**config.mk**
```make
export PLATFORM = sky130hd
export DESIGN_NAME = booth8_pp_gen
export DESIGN_NICKNAME = d
export VERILOG_FILES = /design/src/rtl/fpm_booth8_pkg.sv /design/src/rtl/booth8_row_sel.sv /design/src/rtl/booth8_pp_gen.sv
export SDC_FILE = /design/constraint.sdc
export NUM_CORES = 1
export LEC_CHECK = 0
export BUFFER_PORTS_ARGS = -buffer_cell sky130_fd_sc_hd__buf_2
export CORE_MARGIN = 2
export CORE_UTILIZATION = 45
export DETAILED_ROUTE_END_ITERATION = 12
export PLACE_DENSITY_LB_ADDON = 0.25
export SETUP_SLACK_MARGIN = 0.5
export SLEW_MARGIN = 20
export SYNTH_ARGS = -nofsm -noshare
export SYNTH_HDL_FRONTEND = slang
export SYNTH_HIERARCHICAL = 1
export SYNTH_SLANG_ARGS = --single-unit
export TNS_END_PERCENT = 20
```
**constraint.sdc**
```tcl
create_clock -name clk -period 4.35 [get_ports clk]
set_clock_uncertainty 0.15 [all_clocks]
set_input_delay 0.435 -clock clk [delete_from_list [all_inputs] [get_ports clk]]
set_output_delay 0.435 -clock clk [all_outputs]
set_load 0.02 [all_outputs]
```
**src/rtl/fpm_booth8_pkg.sv**
```systemverilog
// Shared constants, digit type and radix-8 Booth digit encoder for the
// FP multiplier partial-product generator.
package fpm_booth8_pkg;

   localparam int MANT_W = 24;
   localparam int NPP    = (MANT_W + 3) / 3;
   localparam int PP_W   = MANT_W + 2;

   // One radix-8 Booth digit: sign plus magnitude 0..4.
   typedef struct packed {
      logic       neg;
      logic [2:0] mag;
   } booth_digit_t;

   // Window {b3,b2,b1,b0} -> d = -4*b3 + 2*b2 + b1 + b0.
   // 1111 is deliberately encoded as +0 so that no row ever carries a
   // negative zero (which would otherwise inject a spurious +1).
   function automatic booth_digit_t booth8_encode(input logic [3:0] win);
      booth_digit_t dig;
      dig.neg = win[3] & ~(win[2] & win[1] & win[0]);
      case (win)
         4'b0001, 4'b0010, 4'b1101, 4'b1110: dig.mag = 3'd1;
         4'b0011, 4'b0100, 4'b1011, 4'b1100: dig.mag = 3'd2;
         4'b0101, 4'b0110, 4'b1001, 4'b1010: dig.mag = 3'd3;
         4'b0111, 4'b1000:                   dig.mag = 3'd4;
         default:                            dig.mag = 3'd0;
      endcase
      return dig;
   endfunction

endpackage

```
**src/rtl/booth8_row_sel.sv**
```systemverilog
// Selects one partial-product row from a Booth digit: 0, M, 2M, 3M or 4M,
// inverted when the digit is negative. The +1 of the two's complement
// negation is left to the consumer via neg_o.
module booth8_row_sel
   import fpm_booth8_pkg::*;
#(
   parameter int MANT_W = fpm_booth8_pkg::MANT_W,
   parameter int PP_W   = fpm_booth8_pkg::PP_W
) (
   input  booth_digit_t      digit_i,
   input  logic [MANT_W-1:0] mcand_i,
   input  logic [PP_W-1:0]   m3_i,
   output logic [PP_W-1:0]   row_o,
   output logic              neg_o
);

   logic [PP_W-1:0] m_ext;
   logic [PP_W-1:0] mag;

   assign m_ext = {{(PP_W-MANT_W){1'b0}}, mcand_i};

   // Magnitude multiplexer over the precomputed multiples.
   always_comb begin
      mag = '0;
      case (digit_i.mag)
         3'd1:    mag = m_ext;
         3'd2:    mag = m_ext << 1;
         3'd3:    mag = m3_i;
         3'd4:    mag = m_ext << 2;
         default: mag = '0;
      endcase
   end

   assign row_o = digit_i.neg ? ~mag : mag;
   assign neg_o = digit_i.neg;

endmodule

```
**src/rtl/booth8_pp_gen.sv**
```systemverilog
// Radix-8 Booth partial-product generator with an elastic valid/ready pipe.
// S1 captures M, Y, tag and the hard multiple 3M; S2 encodes the digits and
// registers the NPP rows, their negate bits and the tag.
// Build option FPM_BOOTH_3M_SPLIT_EN: splits the 3M adder into a low half
// (S1a) and a high half (S1b), adding one cycle of latency.
module booth8_pp_gen
   import fpm_booth8_pkg::*;
#(
   parameter int MANT_W = fpm_booth8_pkg::MANT_W,
   parameter int NPP    = fpm_booth8_pkg::NPP,
   parameter int PP_W   = fpm_booth8_pkg::PP_W,
   parameter int TAG_W  = 4
) (
   input  logic                clk,
   input  logic                rst,
   input  logic                in_valid,
   output logic                in_ready,
   input  logic [MANT_W-1:0]   in_mcand,
   input  logic [MANT_W-1:0]   in_mplier,
   input  logic [TAG_W-1:0]    in_tag,
   output logic                out_valid,
   input  logic                out_ready,
   output logic [NPP*PP_W-1:0] out_pp,
   output logic [NPP-1:0]      out_neg,
   output logic [TAG_W-1:0]    out_tag
);

   if (NPP != (MANT_W + 3) / 3) begin : g_npp_chk
      $error("booth8_pp_gen: NPP must equal (MANT_W+3)/3");
   end
   if (PP_W != MANT_W + 2) begin : g_ppw_chk
      $error("booth8_pp_gen: PP_W must equal MANT_W+2");
   end

   // Stage feeding S2 (S1, or S1b in the split build).
   logic                s1_valid_q, s1_valid_d;
   logic [MANT_W-1:0]   s1_m_q;
   logic [MANT_W-1:0]   s1_y_q;
   logic [TAG_W-1:0]    s1_tag_q;
   logic [PP_W-1:0]     s1_m3_q, s1_m3_d;

   logic                out_valid_q, out_valid_d;
   logic [NPP*PP_W-1:0] out_pp_q, out_pp_d;
   logic [NPP-1:0]      out_neg_q, out_neg_d;
   logic [TAG_W-1:0]    out_tag_q;

   logic                s2_free;
   logic                s2_load;
   logic                in_fire;

   assign s2_free = !out_valid_q || out_ready;
   assign s2_load = s1_valid_q && s2_free;

`ifdef FPM_BOOTH_3M_SPLIT_EN
   localparam int LO_W = (PP_W + 1) / 2;
   localparam int LO_C = LO_W + 1;
   localparam int HI_W = PP_W - LO_W;

   logic              s1a_valid_q, s1a_valid_d;
   logic [MANT_W-1:0] s1a_m_q;
   logic [MANT_W-1:0] s1a_y_q;
   logic [TAG_W-1:0]  s1a_tag_q;
   logic [LO_W:0]     s1a_lo_q, s1a_lo_d;
   logic [HI_W-1:0]   s1b_hi;
   logic              s1_free;
   logic              s1a_adv;

   assign s1_free     = !s1_valid_q || s2_free;
   assign s1a_adv     = s1a_valid_q && s1_free;
   assign in_ready    = !s1a_valid_q || s1_free;
   assign in_fire     = in_valid && in_ready;
   assign s1a_valid_d = in_ready ? in_valid : s1a_valid_q;
   assign s1_valid_d  = s1_free ? s1a_valid_q : s1_valid_q;

   // Low half of M + 2M, keeping the carry into the high half.
   assign s1a_lo_d = LO_C'(in_mcand[LO_W-1:0]) + LO_C'({in_mcand[LO_W-2:0], 1'b0});
   // High half of M + 2M plus the carry captured in S1a.
   assign s1b_hi   = HI_W'(s1a_m_q >> LO_W) + HI_W'(s1a_m_q >> (LO_W - 1))
                   + HI_W'(s1a_lo_q[LO_W]);
   assign s1_m3_d  = {s1b_hi, s1a_lo_q[LO_W-1:0]};

   // Valid flags of S1a and S1b.
   always_ff @(posedge clk) begin
      if (rst) begin
         s1a_valid_q <= 1'b0;
         s1_valid_q  <= 1'b0;
      end else begin
         s1a_valid_q <= s1a_valid_d;
         s1_valid_q  <= s1_valid_d;
      end
   end

   // Operand capture in S1a and hand-over to S1b with the finished 3M.
   always_ff @(posedge clk) begin
      if (in_fire) begin
         s1a_m_q   <= in_mcand;
         s1a_y_q   <= in_mplier;
         s1a_tag_q <= in_tag;
         s1a_lo_q  <= s1a_lo_d;
      end
      if (s1a_adv) begin
         s1_m_q   <= s1a_m_q;
         s1_y_q   <= s1a_y_q;
         s1_tag_q <= s1a_tag_q;
         s1_m3_q  <= s1_m3_d;
      end
   end
`else
   logic [PP_W-1:0] in_m_ext;

   assign in_ready   = !s1_valid_q || s2_free;
   assign in_fire    = in_valid && in_ready;
   assign s1_valid_d = in_ready ? in_valid : s1_valid_q;
   assign in_m_ext   = {{(PP_W-MANT_W){1'b0}}, in_mcand};
   assign s1_m3_d    = in_m_ext + (in_m_ext << 1);

   // S1 valid flag.
   always_ff @(posedge clk) begin
      if (rst) begin
         s1_valid_q <= 1'b0;
      end else begin
         s1_valid_q <= s1_valid_d;
      end
   end

   // Operand capture and single-cycle 3M.
   always_ff @(posedge clk) begin
      if (in_fire) begin
         s1_m_q   <= in_mcand;
         s1_y_q   <= in_mplier;
         s1_tag_q <= in_tag;
         s1_m3_q  <= s1_m3_d;
      end
   end
`endif

   // Digit windows overlap by one bit; the extra top zeros keep the last
   // digit at 0 or +1 because Y is unsigned.
   logic [MANT_W+3:0] y_ext;
   booth_digit_t      digit [NPP];

   assign y_ext = {3'b000, s1_y_q, 1'b0};

   for (genvar i = 0; i < NPP; i++) begin : g_row
      assign digit[i] = booth8_encode(y_ext[3*i +: 4]);

      booth8_row_sel #(
         .MANT_W (MANT_W),
         .PP_W   (PP_W)
      ) u_row_sel (
         .digit_i (digit[i]),
         .mcand_i (s1_m_q),
         .m3_i    (s1_m3_q),
         .row_o   (out_pp_d[i*PP_W +: PP_W]),
         .neg_o   (out_neg_d[i])
      );
   end

   assign out_valid_d = s2_free ? s1_valid_q : out_valid_q;

   // Output stage: loads only when it can hand over, so data holds during stalls.
   always_ff @(posedge clk) begin
      if (rst) begin
         out_valid_q <= 1'b0;
         out_pp_q    <= '0;
         out_neg_q   <= '0;
         out_tag_q   <= '0;
      end else begin
         out_valid_q <= out_valid_d;
         if (s2_load) begin
            out_pp_q  <= out_pp_d;
            out_neg_q <= out_neg_d;
            out_tag_q <= s1_tag_q;
         end
      end
   end

   assign out_valid = out_valid_q;
   assign out_pp    = out_pp_q;
   assign out_neg   = out_neg_q;
   assign out_tag   = out_tag_q;

endmodule

```
==> impl_metrics.json <==
{
  "grt_max_degree": 117,
  "synth_area_um2": 23000,
  "violations": "max-slew violations",
  "synth-async-reset-ratio_pct": 0,
  "period_needed_ns": 2.99,
  "synthCells": 2595,
  "finalSetupViolations": 0,
  "num_rows": 82,
  "grt-ovfl-total": 0,
  "clock_path_buffers": 3,
  "numCtsBuffers": 42,
  "drc": 0,
  "initial_core_util_pct": 45.7,
  "r2r_end": "digit[5]$_DFF_P_",
  "relSlewSlack_pct": -34.7,
  "drv_cap": 0,
  "crit_type": "input port to register",
  "cts-root-buf": "clkbuf_16",
  "ant_nets": 0,
  "hold_ws_ns": 0.0409,
  "crit_path_end": "s1_m3_q[15]$_DFFE_PN_",
  "startpoint_type": "input port",
  "p_leak_uw": 0.0107,
  "drt-pass1-iter-count": 6,
  "dieArea_um2": 52900,
  "critPathRequiredTime_ns": 4.54,
  "post_drt_via_cell_ratio": 5.92,
  "ioPinCount": 305,
  "final_common_cell": "nand2_1",
  "cts.htree.levels": 2,
  "fin_util_pct": 53.8,
  "critPathLaunch": "in_mcand[1]",
  "gr-usage-all-layers_pct": 28.9,
  "worst_pin_slew_ns": 2.01,
  "ys.flop_type": "dfxtp_1",
  "setup_tns_ns": 0,
  "io_buffers": 304,
  "holdBufCountCts": 52,
  "final_cell_mix": "nand2_1 (515), buf_2 (303), a21oi_1 (279)",
  "fill_cells": 4726,
  "antenna_found_initial": 4,
  "cp_max_fo": 4,
  "yosysUniqueCellTypes": 59,
  "status": "finished with violations",
  "p_int_uw": 7410,
  "cts.sinks": 351,
  "clock_latency_ns": 0.59,
  "drive_above_1_share_pct": 23.2,
  "gp_congestion": 0.937,
  "p_per_area_nw_per_um2": 425,
  "initialDrtViolationCount": 2027,
  "hpwl_um": 53900,
  "fmax_ghz": 0.334,
  "p_sw_uw": 4090,
  "period_share_pct": 68.8,
  "nNetsFinal": 2953,
  "cts_setup_buffers": 0,
  "power_frac_clock_pct": 32.7,
  "rsz0062_at_grt": "no",
  "path_clk_slew_ns": 0.06,
  "avgSynthCellArea_um2": 8.85,
  "wirelength_um": 80000,
  "ys_ff_latch": 351,
  "synth-edff-count": 77,
  "cts_tree": "yes",
  "coreArea_um2": 50300,
  "hold_viol": 0,
  "dp_cells": 3410,
  "hp-class": "input port to register",
  "ir_drop_mv": 0.274,
  "critical_path_arrival_ns": 3.18,
  "slew_viol_final": 24,
  "via_count": 21000,
  "layoutNonFillerInstCount": 3551,
  "seqPwrFrac_pct": 36.9,
  "ys_seq_area_share_pct": 34.0,
  "p_sw_share_pct": 35.6,
  "comb_power_share_pct": 30.4,
  "cts_resized": 0,
  "wl_per_cell_um": 22.5,
  "die_x_um": 230,
  "area_growth_pct": 17.9,
  "crit_path_end_kind": "register",
  "die_height_um": 230,
  "grt_pass1_vias": 20000,
  "regToRegStartpoint": "out_valid$_SDFFE_PP0P_",
  "rrSetupSlack_ns": 1.37,
  "reg2reg_depth": 8,
  "grt_pass1_wl_um": 118000,
  "ys_warn_count": 6
}
## cell type report
class | instances | area, µm² | share of cell area (%)
Tap cell | 672 | 841 | 3.11
Clock buffer | 52 | 1160 | 4.29
Multi-Input combinational cell | 1969 | 13900 | 51.5
Sequential cell | 351 | 7800 | 28.8
Clock inverter | 25 | 308 | 1.14
Inverter | 54 | 204 | 0.753
Timing Repair Buffer | 425 | 2820 | 10.4
Antenna cell | 3 | 7.51 | 0.0277
## synth_stat cells (all sizes together), types with 18 or more instances
cell	instances	area share, %
nand2	516	8.4
xnor2	218	8.3
o21ai	30	0.65
inv	54	0.88
mux2i	54	2.4
buf	114	3.5
nor3b	18	0.78
a221oi	190	12
dfxtp	274	24
nand2b	209	5.7
clkbuf	119	2.0
edfxtp	77	10
a21oi	279	6.1
o22ai	180	4.9
a22oi	27	0.88
ha	53	2.9
xor2	37	1.4
## power groups by stage
| stage | Clock, µW | Sequential (µW) | Combinational, µW |
|---|---|---|---|
| after floorplan | 0 | 4220 | 2490 |
| after global placement | 0 | 4270 | 3310 |
| after detailed placement | 0 | 4270 | 3370 |
| after CTS | 3820 | 4210 | 3430 |
| after global routing | 3960 | 4240 | 3770 |
| final | 3760 | 4240 | 3500 |
## logic make-up (layout without fill, tap and decap cells)
logic type,after synthesis,after routing,synth area share (%)
fa+ha+maj,54,54,2.97
mux,63,63,2.79
compound gates,764,764,27.1
simple gates,820,820,17.1
buf+inv,287,556,6.33
xor+xnor,255,255,9.72
other cells,1,16,0.0163
flops,351,351,34.0
## critical path: stages
cell,delay [ns]
dlygate4sd3_1,0.54
buf_2,0.16
ha_1,0.22
fa_1,0.41
a21oi_1,0.21
o221ai_1,0.26
a311oi_1,0.51
o21ai_0,0.14
a21oi_1,0.20
xnor2_1,0.08
## worst min path at each step
stage | from | end | slack, ns | cells after the start
CTS | in_mcand[23] | s1_m_q[23]$_DFFE_PN_ | 0.01 | 1
global route | in_mcand[23] | s1_m_q[23]$_DFFE_PN_ | 0.03 | 1
detailed placement | out_pp[68]$_SDFFE_PP0P_ | out_pp[68]$_SDFFE_PP0P_ | 0.29 | 2
finish | in_mcand[23] | s1_m_q[23]$_DFFE_PN_ | 0.04 | 1
global placement | out_pp[93]$_SDFFE_PP0P_ | out_pp[93]$_SDFFE_PP0P_ | 0.29 | 2
floorplan | s1_y_q[0]$_DFFE_PN_ | digit[32]$_DFF_P_ | 0.31 | 2
## through the flow
step / area, µm² / total power (µW) / setup slack (ns)
floorplan: 23000 / 6710 / 1.03
global placement: 24800 / 7580 / 1.35
detailed placement: 24900 / 7650 / 1.25
CTS: 26900 / 11500 / 1.40
global route: 27100 / 12000 / 1.13
finish: 27100 / 11500 / 1.36
## flip-flops by register name (all words and copies together) (netlist names)
signal      count
s1_valid_q      1
digit          25
out_neg         9
s1_m_q         24
out_tag         4
out_valid       1
s1_m3_q        25
out_pp        234
s1_tag_q        4
s1_y_q         24
## per-layer routing
metal | track usage (%) | vias to the layer above | part of all wire [%]
met2 | 45.1 | 985 | 44
li1 | - | 9795 | -
met4 | 15.0 | 6 | 6.1
met3 | 6.25 | 281 | 9.3
met5 | 0 | - | 0.051
met1 | 37.4 | 9957 | 41
Note: power is estimated with default switching activity, not from simulation.
